--- src/rtl/uart_tx_arbiter_if.sv ---
// uart_tx_arbiter_if
//   Bundles the requester-side, transmitter-side and baud-controller-side
//   signals of the shared UART transmit arbiter.
//   master : arbiter view (drives grant/tx_wr/tx_data/baud_select/status)
//   slave  : environment view (requesters, transmitter, baud controller)
//   Signals:
//     req[3:0]        per-requester request, held until granted
//     req_data[31:0]  byte for requester i at [8i+7:8i]
//     req_baud[11:0]  baud code for requester i at [3i+2:3i]
//     grant[3:0]      one-hot acceptance pulse
//     tx_wr, tx_data  transmitter write strobe and byte
//     tx_busy         transmitter frame-in-flight flag
//     baud_select     baud code to the baud controller
//     sample_enable   tick from the baud controller
//     owner, active, err_timeout  status
interface uart_tx_arbiter_if;
  logic [3:0]  req;
  logic [31:0] req_data;
  logic [11:0] req_baud;
  logic [3:0]  grant;
  logic        tx_wr;
  logic [7:0]  tx_data;
  logic        tx_busy;
  logic [2:0]  baud_select;
  logic        sample_enable;
  logic [1:0]  owner;
  logic        active;
  logic        err_timeout;

  modport master (
    input  req, req_data, req_baud, tx_busy, sample_enable,
    output grant, tx_wr, tx_data, baud_select, owner, active, err_timeout
  );

  modport slave (
    output req, req_data, req_baud, tx_busy, sample_enable,
    input  grant, tx_wr, tx_data, baud_select, owner, active, err_timeout
  );
endinterface

--- src/rtl/uart_tx_arbiter.sv ---
// uart_tx_arbiter
//   Shares one UART transmitter and its baud controller among four byte
//   requesters using round-robin arbitration. The baud code is changed only
//   between frames and the baud tick is allowed to settle before the frame is
//   launched; the transmitter busy/done handshake is then tracked, followed by
//   an idle-line gap.
//   Ports:
//     clk    system clock, posedge
//     reset  asynchronous, active-low
//     bus    uart_tx_arbiter_if.master (see interface header for signals)
module uart_tx_arbiter #(
  parameter logic [2:0] DEFAULT_BAUD = 3'b111,
  parameter int         SETTLE_TICKS = 2,
  parameter int         GAP_TICKS    = 16,
  parameter int         TIMEOUT      = 1023
) (
  input  logic                   clk,
  input  logic                   reset,
  uart_tx_arbiter_if.master      bus
);

  typedef enum logic [2:0] {
    IDLE, CFG, SETTLE, LAUNCH, WAIT_BUSY, WAIT_DONE, GAP
  } state_t;

  // Terminal counts; counters run from 0 (settle/gap) or 1 (timeout).
  localparam logic [3:0] SETTLE_LAST = 4'(SETTLE_TICKS - 1);
  localparam logic [7:0] GAP_LAST    = 8'(GAP_TICKS - 1);
  localparam logic [9:0] TMO_LAST    = 10'(TIMEOUT - 1);

  state_t      state;
  logic [1:0]  ptr;
  logic [3:0]  settle_cnt;
  logic [7:0]  gap_cnt;
  logic [9:0]  tmo_cnt;

  logic [3:0]  grant_q;
  logic        tx_wr_q;
  logic [7:0]  tx_data_q;
  logic [2:0]  baud_q;
  logic [1:0]  owner_q;
  logic        active_q;
  logic        err_q;

  logic        own_req;
  logic [2:0]  own_baud;
  logic [7:0]  own_data;

  assign own_req  = bus.req[owner_q];
  assign own_baud = bus.req_baud[3*owner_q +: 3];
  assign own_data = bus.req_data[8*owner_q +: 8];

  assign bus.grant       = grant_q;
  assign bus.tx_wr       = tx_wr_q;
  assign bus.tx_data     = tx_data_q;
  assign bus.baud_select = baud_q;
  assign bus.owner       = owner_q;
  assign bus.active      = active_q;
  assign bus.err_timeout = err_q;

  // First set request scanning p, p+1, ... modulo 4.
  function automatic logic [1:0] rr_pick(input logic [3:0] r, input logic [1:0] p);
    logic [1:0] idx;
    logic       found;
    rr_pick = p;
    found   = 1'b0;
    for (int i = 0; i < 4; i++) begin
      idx = p + 2'(i);
      if (!found && r[idx]) begin
        rr_pick = idx;
        found   = 1'b1;
      end
    end
  endfunction

  always_ff @(posedge clk or negedge reset) begin
    if (!reset) begin
      state      <= IDLE;
      ptr        <= 2'd0;
      settle_cnt <= '0;
      gap_cnt    <= '0;
      tmo_cnt    <= '0;
      grant_q    <= '0;
      tx_wr_q    <= 1'b0;
      tx_data_q  <= '0;
      baud_q     <= DEFAULT_BAUD;
      owner_q    <= 2'd0;
      active_q   <= 1'b0;
      err_q      <= 1'b0;
    end else begin
      // Strobes are single-cycle unless re-asserted below.
      grant_q <= '0;
      tx_wr_q <= 1'b0;
      err_q   <= 1'b0;
      case (state)
        IDLE: begin
          if (|bus.req) begin
            owner_q  <= rr_pick(bus.req, ptr);
            active_q <= 1'b1;
            state    <= CFG;
          end
        end
        CFG: begin
          if (!own_req) begin
            active_q <= 1'b0;
            state    <= IDLE;
          end else if (own_baud == baud_q) begin
            // Strobes are set on entry so they are high during LAUNCH.
            tx_wr_q   <= 1'b1;
            tx_data_q <= own_data;
            grant_q   <= 4'b0001 << owner_q;
            state     <= LAUNCH;
          end else begin
            baud_q     <= own_baud;
            settle_cnt <= '0;
            state      <= SETTLE;
          end
        end
        SETTLE: begin
          if (bus.sample_enable) begin
            if (settle_cnt == SETTLE_LAST) begin
              tx_wr_q   <= 1'b1;
              tx_data_q <= own_data;
              grant_q   <= 4'b0001 << owner_q;
              state     <= LAUNCH;
            end else begin
              settle_cnt <= settle_cnt + 4'd1;
            end
          end
        end
        LAUNCH: begin
          ptr     <= owner_q + 2'd1;
          // The LAUNCH cycle itself is cycle 1 of the busy-rise window.
          tmo_cnt <= 10'd1;
          state   <= WAIT_BUSY;
        end
        WAIT_BUSY: begin
          if (bus.tx_busy) begin
            state <= WAIT_DONE;
          end else if (tmo_cnt == TMO_LAST) begin
            err_q    <= 1'b1;
            active_q <= 1'b0;
            state    <= IDLE;
          end else begin
            tmo_cnt <= tmo_cnt + 10'd1;
          end
        end
        WAIT_DONE: begin
          if (!bus.tx_busy) begin
            if (GAP_TICKS == 0) begin
              active_q <= 1'b0;
              state    <= IDLE;
            end else begin
              gap_cnt <= '0;
              state   <= GAP;
            end
          end
        end
        GAP: begin
          if (bus.sample_enable) begin
            if (gap_cnt == GAP_LAST) begin
              active_q <= 1'b0;
              state    <= IDLE;
            end else begin
              gap_cnt <= gap_cnt + 8'd1;
            end
          end
        end
        default: begin
          active_q <= 1'b0;
          state    <= IDLE;
        end
      endcase
    end
  end

endmodule
--- src/flat_wrapper.sv ---
// flat-port wrapper written by rule: the top's interface ports become plain ports
module uart_tx_arbiter_flat 
#(
  parameter logic [2:0] DEFAULT_BAUD = 3'b111,
  parameter int         SETTLE_TICKS = 2,
  parameter int         GAP_TICKS    = 16,
  parameter int         TIMEOUT      = 1023
)
  (clk, reset, bus_req, bus_req_data, bus_req_baud, bus_tx_busy, bus_sample_enable, bus_grant, bus_tx_wr, bus_tx_data, bus_baud_select, bus_owner, bus_active, bus_err_timeout);
  uart_tx_arbiter_if bus_i ();
  input  logic clk;
  input  logic reset;
  input wire logic [$bits(bus_i.req)-1:0] bus_req;
  input wire logic [$bits(bus_i.req_data)-1:0] bus_req_data;
  input wire logic [$bits(bus_i.req_baud)-1:0] bus_req_baud;
  input wire logic [$bits(bus_i.tx_busy)-1:0] bus_tx_busy;
  input wire logic [$bits(bus_i.sample_enable)-1:0] bus_sample_enable;
  output wire logic [$bits(bus_i.grant)-1:0] bus_grant;
  output wire logic [$bits(bus_i.tx_wr)-1:0] bus_tx_wr;
  output wire logic [$bits(bus_i.tx_data)-1:0] bus_tx_data;
  output wire logic [$bits(bus_i.baud_select)-1:0] bus_baud_select;
  output wire logic [$bits(bus_i.owner)-1:0] bus_owner;
  output wire logic [$bits(bus_i.active)-1:0] bus_active;
  output wire logic [$bits(bus_i.err_timeout)-1:0] bus_err_timeout;
  assign bus_i.req = bus_req;
  assign bus_i.req_data = bus_req_data;
  assign bus_i.req_baud = bus_req_baud;
  assign bus_i.tx_busy = bus_tx_busy;
  assign bus_i.sample_enable = bus_sample_enable;
  assign bus_grant = bus_i.grant;
  assign bus_tx_wr = bus_i.tx_wr;
  assign bus_tx_data = bus_i.tx_data;
  assign bus_baud_select = bus_i.baud_select;
  assign bus_owner = bus_i.owner;
  assign bus_active = bus_i.active;
  assign bus_err_timeout = bus_i.err_timeout;
  uart_tx_arbiter #(.DEFAULT_BAUD(DEFAULT_BAUD), .SETTLE_TICKS(SETTLE_TICKS), .GAP_TICKS(GAP_TICKS), .TIMEOUT(TIMEOUT)) u_core (.clk(clk), .reset(reset), .bus(bus_i));
endmodule
--- config.mk ---
export PLATFORM = sky130hd
export DESIGN_NAME = uart_tx_arbiter_flat
export DESIGN_NICKNAME = d
export VERILOG_FILES = /design/src/rtl/uart_tx_arbiter_if.sv /design/src/rtl/uart_tx_arbiter.sv /design/src/flat_wrapper.sv
export SDC_FILE = /design/constraint.sdc
export NUM_CORES = 1
export LEC_CHECK = 0
export ABC_AREA = 1
export CAP_MARGIN = 20
export CORE_ASPECT_RATIO = 1.25
export CORE_UTILIZATION = 35
export DETAILED_ROUTE_END_ITERATION = 8
export PLACE_DENSITY = 0.7
export SYNTH_ARGS = -nofsm -noshare
export SYNTH_HDL_FRONTEND = slang
export SYNTH_SLANG_ARGS = --single-unit
export TNS_END_PERCENT = 10
--- constraint.sdc ---
create_clock -name clk -period 1.9 [get_ports clk]
set_input_delay 0.285 -clock clk [delete_from_list [all_inputs] [get_ports clk]]
set_output_delay 0.285 -clock clk [all_outputs]
set_load 0.03 [all_outputs]
==> results_dict.tcl <==
set metrics [dict create \
    synthFlopType "dfrtp_1" \
    dr.pass1.iters 4 \
    cts-root-buf "clkbuf_8" \
    syn-cell-area_mm2 0.00312 \
    core_mm2 0.00865 \
    fill_cells 886 \
    crit_fanout 4 \
    synth-async-reset-ratio_pct 100 \
    cp-end-kind "output pin" \
    routedWlPerCell_um 12.1 \
    worst_slew_pin_slew_ns 0.382 \
    h-tree-depth 2 \
    ios 72 \
    rsz0062_at_grt "false" \
    die-area_mm2 0.00929 \
    clkLatencyLatePin_ns 0.30 \
    startpoint_type "register" \
    die_w_um 86.4 \
    drtAntennaViolNets 0 \
    cts_tree "done" \
    drt_iter0_drc 118 \
    rows 38 \
    cp.arrival_ns 1.57 \
    clock-sinks 47 \
    place_hpwl_um 5970 \
    fp.dieH_um 108 \
    min_period_ns 1.86 \
    status "finished clean" \
    final_area_mm2 0.00412 \
    grt_pass1_wl_um 13200 \
    utilization_pct 47.6 \
    relSlewSlack_pct 74.4 \
    regArea_mm2 0.00118 \
    yosysWarnings 0 \
    clk_pin_slew_ns 0.09 \
    fin_worst_skew_ns 0.00625 \
    synth_cells 433 \
    maxCapViolCount 0 \
    diodes 0 \
    cp.required_ns 1.62 \
    postPlaceCellArea_mm2 0.00399 \
    r2r_slack_ns 0.15 \
    cts_buffers 5 \
    gr-total-overflow 0 \
    globalplace.congestion 0.864 \
    synth_fp_nets 494 \
    seq_area_frac_synth_pct 37.9 \
    syn-mean-instance-area_um2 7.20 \
    grt_max_degree 48 \
    worstReg2RegStart "u_core.bus.owner[0]" \
    antenna_found_initial 0 \
    synth_edf_count 0 \
    fmax_ghz 0.538 \
    yosysUniqueCellTypes 37 \
    r2r_end "u_core.bus.tx_data[0]" \
    slew_violations 0 \
    layout_common_cells "nand2_1, clkdlybuf4s50_1, nor2_1" \
    synthTopCellsByArea "dfrtp_1, nand2_1, nand3_1" \
    hold_path_class "in -> async" \
    nets 574 \
    r2r.worst_path.cells 9 \
    multi_input_area_mm2 0.00171 \
    avgViaCountPerCell 4.88 \
    first_global_vias 3037 \
    cpPeakStageDelay_ns 0.70 \
    final-hold-violation-count 0 \
    synth_top_area_cell "dfrtp_1" \
    drc 0 \
    start_util_pct 36.0 \
    finalSetupViolCount 0 \
    area_growth_pct 32.1 \
    cts.path.max_buffers 2 \
    wl_um 7700 \
    vias 3096 \
    synth_top_area_share_pct 35.3 \
    path_class "reg -> out" \
    final_layout_size_suffix_gt1_share_pct 8.95 \
    ir_drop_uv 694 \
    critical_path.cell_chain "clkdlybuf4s50_1" \
    mostFrequentLayoutCell "nand2_1" \
    setup_tns_ns 0 \
    synth_seq_cells 47 \
    post-cts-setup-buffers 0 \
    io_buffers 71 \
    cp_top_family "buffers and inverters" \
    cpMaxStageDelayCell "clkdlybuf4s50_1" \
    critPathBufInv 1 \
    fin_crit_sh_pct 97.8 \
    pwr_density_cell_mw_per_mm2 1260 \
    grtUsageTotal_pct 17.9 \
    power.leakage_nw 1.93 \
]
[kinds of logic after synthesis]
logic type	synth area share, %
buffers and inverters	7.75
AO/OA/AOI/OAI	10.4
AND/OR/NAND/NOR	35.8
flip-flops	37.9
XOR/XNOR	4.54
adder cells (fa/ha/maj)	3.61
[cells in the mapped netlist, drive strengths merged, types with 2 or more instances]
library cell / n
xor2: 10
dfrtp: 44
a21oi: 2
o22ai: 9
nor3b: 2
nand3b: 2
nor2: 50
inv: 40
dfstp: 3
clkbuf: 4
o31ai: 9
nand2: 145
nand4: 4
buf: 6
nand3: 43
nor3: 9
ha: 9
xnor2: 4
o21ai: 36
[metrics by stage]
| step | total power, mW | instances | setup WS, ns | hold slack (ns) |
|---|---|---|---|---|
| final | 5.17 | 634 | 0.0409 | 0.481 |
| after global placement | 4.45 | 625 | 0.0753 | 0.283 |
| after global routing | 5.63 | 634 | 0.000365 | 0.516 |
| after CTS | 5.21 | 634 | 0.00938 | 0.506 |
| after floorplan | 3.51 | 433 | 0.197 | -0.0106 |
| after detailed placement | 4.51 | 625 | 0.00218 | 0.293 |
[repair_timing]
action                                  4_1_cts  5_1_grt
resized for setup                             1        5
hold buffers                                  1        0
cloned                                        0        0
endpoints found under the setup margin        1        8
hold endpoints to repair                     44        0
[sequential cells by signal, summed over array words and instances (netlist names)]
| register | flops |
|---|---|
| u_core.state | 3 |
| u_core.bus.active | 1 |
| u_core.ptr | 2 |
| u_core.bus.baud_select | 3 |
| u_core.bus.owner | 2 |
| u_core.bus.tx_data | 8 |
| u_core.bus.grant | 4 |
| u_core.bus.tx_wr | 1 |
| u_core.settle_cnt | 4 |
| u_core.tmo_cnt | 10 |
| u_core.gap_cnt | 8 |
| u_core.bus.err_timeout | 1 |
[power breakdown]
part | switching, mW | total (mW) | internal [mW]
logic | 1.84 | 2.94 | 1.10
registers | 0.298 | 1.57 | 1.27
clock network | 0.341 | 0.674 | 0.333
[area by class of cell]
class	count	share of cell area (%)
multi-input cells	336	41.4
flip-flops and latches	47	28.7
repair buffers	83	20.0
inverters	40	3.77
well taps	120	3.65
clock buffers	8	2.43
[worst max-delay path by stage]
stage | startpoint | end | cells past startpoint
after floorplan | u_core.bus.owner[0] | u_core.bus.grant[2] | 12
after global placement | bus_req[1] | u_core.bus.tx_data[0] | 11
after detailed placement | bus_req[1] | u_core.bus.tx_data[0] | 11
after CTS | u_core.bus.owner[1] | bus_owner[1] | 2
after global routing | u_core.bus.baud_select[2] | bus_baud_select[2] | 1
final | u_core.bus.baud_select[2] | bus_baud_select[2] | 1
[layer usage]
| layer | vias to the layer above | routed length (µm) | global-route usage [%] |
|---|---|---|---|
| li1 | 1563 | - | - |
| met1 | 1426 | 3190 | 19.9 |
| met2 | 98 | 3980 | 33.8 |
| met3 | 9 | 424 | 3.37 |
| met4 | 0 | 110 | 5.71 |
| met5 | - | 0 | 0 |
Note: power is estimated with default switching activity, not from simulation.
